<file path="src/rtl/tta_add_scheduler.sv">
// Round-robin sharing of one pipelined adder FU among N TTA issue lanes.
// Define TTA_SUB_EN to enable per-lane a-b selected by op_sub.
module tta_add_scheduler #(
  parameter int XLEN  = 32,
  parameter int N     = 4,
  parameter int LAT   = 2,
  parameter int LANEW = 2
) (
  input  logic              clk,
  input  logic              rst_n,
  input  logic [N-1:0]      req,
  input  logic [N*XLEN-1:0] op_a,
  input  logic [N*XLEN-1:0] op_b,
  input  logic [N*5-1:0]    op_dest,
  input  logic [N-1:0]      op_sub,
  output logic [N-1:0]      gnt,
  output logic              res_valid,
  output logic [XLEN-1:0]   res_data,
  output logic [4:0]        res_dest,
  output logic [LANEW-1:0]  res_lane,
  output logic              res_we,
  input  logic              drain_req,
  output logic              drain_ack,
  output logic              busy
);

  typedef enum logic [1:0] {
    RUN,
    DRAIN,
    DONE
  } state_t;

  state_t state;
  state_t state_nxt;

  logic [LANEW-1:0] ptr;
  logic [LANEW-1:0] sel;
  logic [LANEW-1:0] ptr_nxt;
  logic             hit;
  logic             fire;
  logic [XLEN-1:0]  a_sel;
  logic [XLEN-1:0]  b_sel;
  logic [XLEN-1:0]  sum;
  logic [4:0]       dest_sel;

  logic [LAT-1:0]   v;
  logic [XLEN-1:0]  pd   [LAT];
  logic [4:0]       pdst [LAT];
  logic [LANEW-1:0] pln  [LAT];

  // first requester at or after ptr, wrapping
  always_comb begin
    hit = 1'b0;
    sel = '0;
    for (int i = 0; i < N; i++) begin
      if (!hit && req[(int'(ptr) + i) % N]) begin
        hit = 1'b1;
        sel = LANEW'((int'(ptr) + i) % N);
      end
    end
  end

  assign ptr_nxt = (int'(sel) == N - 1) ? '0 : sel + 1'b1;
  assign fire    = rst_n && (state == RUN) && hit;
  assign gnt     = fire ? (N'(1) << sel) : '0;

  assign a_sel    = op_a[int'(sel)*XLEN +: XLEN];
  assign b_sel    = op_b[int'(sel)*XLEN +: XLEN];
  assign dest_sel = op_dest[int'(sel)*5 +: 5];

`ifdef TTA_SUB_EN
  assign sum = op_sub[sel] ? a_sel - b_sel : a_sel + b_sel;
`else
  logic unused_sub;
  assign unused_sub = ^op_sub;
  assign sum        = a_sel + b_sel;
`endif

  always_ff @(posedge clk) begin
    if (!rst_n) begin
      ptr <= '0;
    end else if (fire) begin
      ptr <= ptr_nxt;
    end
  end

  // valids shift freely; payload only moves with a valid so the tail holds
  always_ff @(posedge clk) begin
    if (!rst_n) begin
      v <= '0;
      for (int k = 0; k < LAT; k++) begin
        pd[k]   <= '0;
        pdst[k] <= '0;
        pln[k]  <= '0;
      end
    end else begin
      v[0] <= fire;
      if (fire) begin
        pd[0]   <= sum;
        pdst[0] <= dest_sel;
        pln[0]  <= sel;
      end
      for (int k = 1; k < LAT; k++) begin
        v[k] <= v[k-1];
        if (v[k-1]) begin
          pd[k]   <= pd[k-1];
          pdst[k] <= pdst[k-1];
          pln[k]  <= pln[k-1];
        end
      end
    end
  end

  always_ff @(posedge clk) begin
    if (!rst_n) begin
      state <= RUN;
    end else begin
      state <= state_nxt;
    end
  end

  always_comb begin
    state_nxt = state;
    unique case (state)
      RUN: begin
        if (drain_req) state_nxt = DRAIN;
      end
      DRAIN: begin
        if (!drain_req) state_nxt = RUN;
        else if (!busy) state_nxt = DONE;
      end
      DONE: begin
        if (!drain_req) state_nxt = RUN;
      end
      default: state_nxt = RUN;
    endcase
  end

  assign busy      = |v;
  assign res_valid = v[LAT-1];
  assign res_data  = pd[LAT-1];
  assign res_dest  = pdst[LAT-1];
  assign res_lane  = pln[LAT-1];
  assign res_we    = res_valid && (res_dest != 5'd0);
  assign drain_ack = (state == DONE);

endmodule

</file>
<file path="config.mk">
export PLATFORM = sky130hd
export DESIGN_NAME = tta_add_scheduler
export DESIGN_NICKNAME = d
export VERILOG_FILES = /design/src/rtl/tta_add_scheduler.sv
export SDC_FILE = /design/constraint.sdc
export NUM_CORES = 1
export LEC_CHECK = 0
export ABC_CLOCK_PERIOD_IN_PS = 7700
export CAP_MARGIN = 20
export CORE_MARGIN = 4
export CORE_UTILIZATION = 27
export CTS_BUF_LIST = sky130_fd_sc_hd__clkbuf_4 sky130_fd_sc_hd__clkbuf_8
export CTS_CLUSTER_DIAMETER = 40
export DETAILED_ROUTE_END_ITERATION = 7
export HOLD_SLACK_MARGIN = 0.12
export SLEW_MARGIN = 20
export SYNTH_ARGS = -nofsm -noshare
export SYNTH_HDL_FRONTEND = slang
export SYNTH_SLANG_ARGS = --single-unit
</file>
<file path="constraint.sdc">
create_clock -name clk -period 7.7 [get_ports clk]
set_clock_uncertainty 0.15 [all_clocks]
set_input_delay 0.77 -clock clk [delete_from_list [all_inputs] [get_ports clk]]
set_output_delay 0.77 -clock clk [all_outputs]
set_load 0.02 [all_outputs]
</file>
==> run_results.csv <==
group,metric,value,unit
global_routing,grt_pass1_wl,38.9,mm
timing,finalHoldViolCount,0,
cts,hold_buffers,0,
status,status,"finished, final reports clean",
worst_setup_path,cp-end-kind,"flop",
floorplanning,core_area,26900,sq um
cts,root_buffer,"clkbuf_8",
cts,htreeDepth,3,
worst_setup_path,path_cells,"clkdlybuf4s50_1 > nor2b_1 > o21ai_1 > o21a_1 > and2_4 > inv_6 > buf_4 > nand2_1 > a31oi_1 > fa_1 > a211oi_2 > o21a_1 > nor2_2 > o31ai_2 > nand4b_1 > a31oi_1 > xor2_1 > nor2_1",
synthesis,synth_top_area_share,31.8,%
synthesis,synth-xor-area-share,3.21,%
synthesis,synth.most_common_cell,"nand2_1",
synthesis,synth_top_family_by_area,"simple AND/OR/NAND/NOR gates",
synthesis,yosys.area_share.adder,6.23,%
floorplanning,ios,334,
min_path,hp-start,"state[1]$_SDFFE_PN0P_",
synthesis,synth_warnings,0,
global_routing,grt_overflow,0,
placement,place_area,10600,sq um
cts,cts_tree,"yes",
drt,viasPerCell,4.73,
timing,fin_crit,5.66,ns
floorplanning,num_rows,60,
synthesis,synth_nets,1250,
floorplanning,die_w,173,um
global_routing,antenna_found_initial,0,
synthesis,syn_area,7360,sq um
timing,max-slew-margin-rel,34.8,%
floorplanning,die-area,29900,sq um
synthesis,ys_types,63,
synthesis,synth_area_leaders,"edfxtp_1 (32%), nand2_1 (14%), ha_1 (6.0%)",
synthesis,syn_avg_cell_area,7.94,sq um
synthesis,yosys.area.top_type,"edfxtp_1",
cts,cts-buffers-inserted,9,
cts,clk_pin_slew,0.08,ns
worst_setup_path,crit_fanout,111,
synthesis,synth-simple-area-share,30.5,%
timing,rsz0062_at_grt,"false",
cts,post_cts_buffers,0,
cts,clk_latency,0.35,ns
flow_run,drv_cap,0,
timing,tns,0,ns
drt,drc,0,
worst_setup_path,path_class,"input pin to flop",
drt,finalWirelength,26.0,mm
synthesis,synthArstFlopShare,0,%
global_routing,grt_max_degree,112,
drt,drt_pre_antenna_iters,5,
worst_setup_path,cpMaxStageDelayCell,"and2_4",
timing,tightestPinTransition,0.978,ns
min_path,hold_class,"flop to flop",
cts,ctsResizeCount,0,
floorplanning,die_y,173,um
synthesis,yosysSeqAreaShare,33.5,%
synthesis,synthCells,927,
synthesis,synth_compound_area_share,16.3,%
worst_setup_path,r2r_start,"ptr[0]$_SDFFE_PN0P_",
synthesis,synth-edff-count,78,
layout,area_growth,46.2,%
timing,finalSetupViolations,0,
placement,portBuffers,329,
power,ir_worst_vdd,0.118,mV
drt,ant_nets,0,
synthesis,ys_ff_latch,84,
drt,vias,7205,
worst_setup_path,critPathBufInv,3,
drt,drt_iter0_markers,409,
cts,numClockSinks,84,
layout,drive_above_1_share,4.40,%
power,leakagePower,4.37,nW
placement,place_congestion,0.891,
worst_setup_path,cp.arrival,5.61,ns
layout,fin_area,10800,sq um
worst_setup_path,cp_top_family,"compound AO/OA/AOI/OAI gates",
placement,hpwl,20.9,mm
worst_setup_path,startpoint,"req[3]",
worst_setup_path,slowest_delay,0.60,ns
global_routing,track_usage,16.2,%
timing,layout_setup_ws,2.04,ns
layout,n_antenna_cell,0,
placement,pre_cts_ws,1.61,ns
synthesis,synth_flop_cell,"edfxtp_1",
synthesis,synthTopCellsByCount,"nand2_1 (281), edfxtp_1 (78), a31oi_1 (66)",
worst_setup_path,critPathLaunchType,"input pin",
global_routing,grt_pass1_vias,6945,
layout,layout.nets,1501,
timing,period_share,73.6,%
power,p_total,3.48,mW
synthesis,muxShareOfSynthArea,1.67,%
timing,slew_violations,0,
worst_setup_path,cp.required,7.64,ns
timing,fmax,0.177,GHz
power,power_density,324,nW/um^2
drt,drt-wirelength-per-cell,17.1,um
cts,clk_path_buf_depth,2,
floorplanning,start_util,27.4,%
[path summary, 6_finish.rpt]
path / to / slack, ns / cells after the start
max reg2reg: pd[0][28]$_SDFFCE_PN0P_ / 2.60 / 17
min: state[0]$_SDFFE_PN0P_ / 0.32 / 1
max: pd[0][28]$_SDFFCE_PN0P_ / 2.04 / 18
min reg2reg: state[0]$_SDFFE_PN0P_ / 0.32 / 1
[cell families (layout without fill, tap and decap cells)]
family	count (synthesis)	after routing
simple gates	492	492
compound gates	175	175
buf+inv	107	363
flops	84	84
fa+ha+maj	36	36
xor+xnor	27	27
mux	6	6
[power breakdown]
group          switching (mW)  internal, mW
clock network           0.153         0.166
logic                    1.40          1.02
registers              0.0406         0.703
[area by class of cell]
cell class              instances  area, sq um
clock buffers                  12          153
clock inverters                 4         50.0
fillers                      2788        16100
inverters                      12         50.0
multi-input cells             736         4280
flip-flops and latches         84         2460
well taps                     341          427
repair buffers                335         3340
[stage by stage]
| stage | std cells | hold WS (ns) | util (%) |
|---|---|---|---|
| global placement | 1508 | 0.287 | 39.3 |
| detailed placement | 1508 | 0.298 | 39.3 |
| global route | 1524 | 0.359 | 40.0 |
| floorplan | 927 | 0.278 | - |
| CTS | 1524 | 0.315 | 40.0 |
| finish | 1524 | 0.317 | 40.0 |
[per-layer routing]
layer,share of wire (%),global-route usage [%]
met2,48,27.4
met5,0,0
met1,44,20.9
met3,6.5,3.74
met4,2.3,4.62
[state kept, by name, summed over array words and instances, names as in the netlist]
name	cells
pd	64
ptr	2
pln	4
v	2
pdst	10
state	2
[worst reg2reg max path, stage by stage (launching register included)]
cell and delay, ns:
dfxtp_1 0.43, nor2b_1 0.07, o21ai_1 0.12, o21a_1 0.16, and2_4 0.60, inv_6 0.42, buf_4 0.42, nand2_1 0.10
a31oi_1 0.14, fa_1 0.56, a211oi_2 0.32, o21a_1 0.23, nor2_2 0.08, o31ai_2 0.41, nand4b_1 0.16, a31oi_1 0.22
xor2_1 0.20, nor2_1 0.05
[cell usage in the layout, fill, tap and decap left out, types with 6 or more instances in the layout]
master	instances
a31oi_1	66
a21o_1	21
o21ai_1	15
o21ai_0	6
nor2_1	52
edfxtp_1	78
nand2_1	281
a21oi_1	24
inv_1	10
nand3_1	7
clkdlybuf4s50_1	329
and3_1	64
and2_1	54
dfxtp_1	6
clkbuf_8	10
xor2_1	11
a211oi_1	7
xnor2_1	16
buf_4	6
ha_1	35
Note: power is estimated with default switching activity, not from simulation.
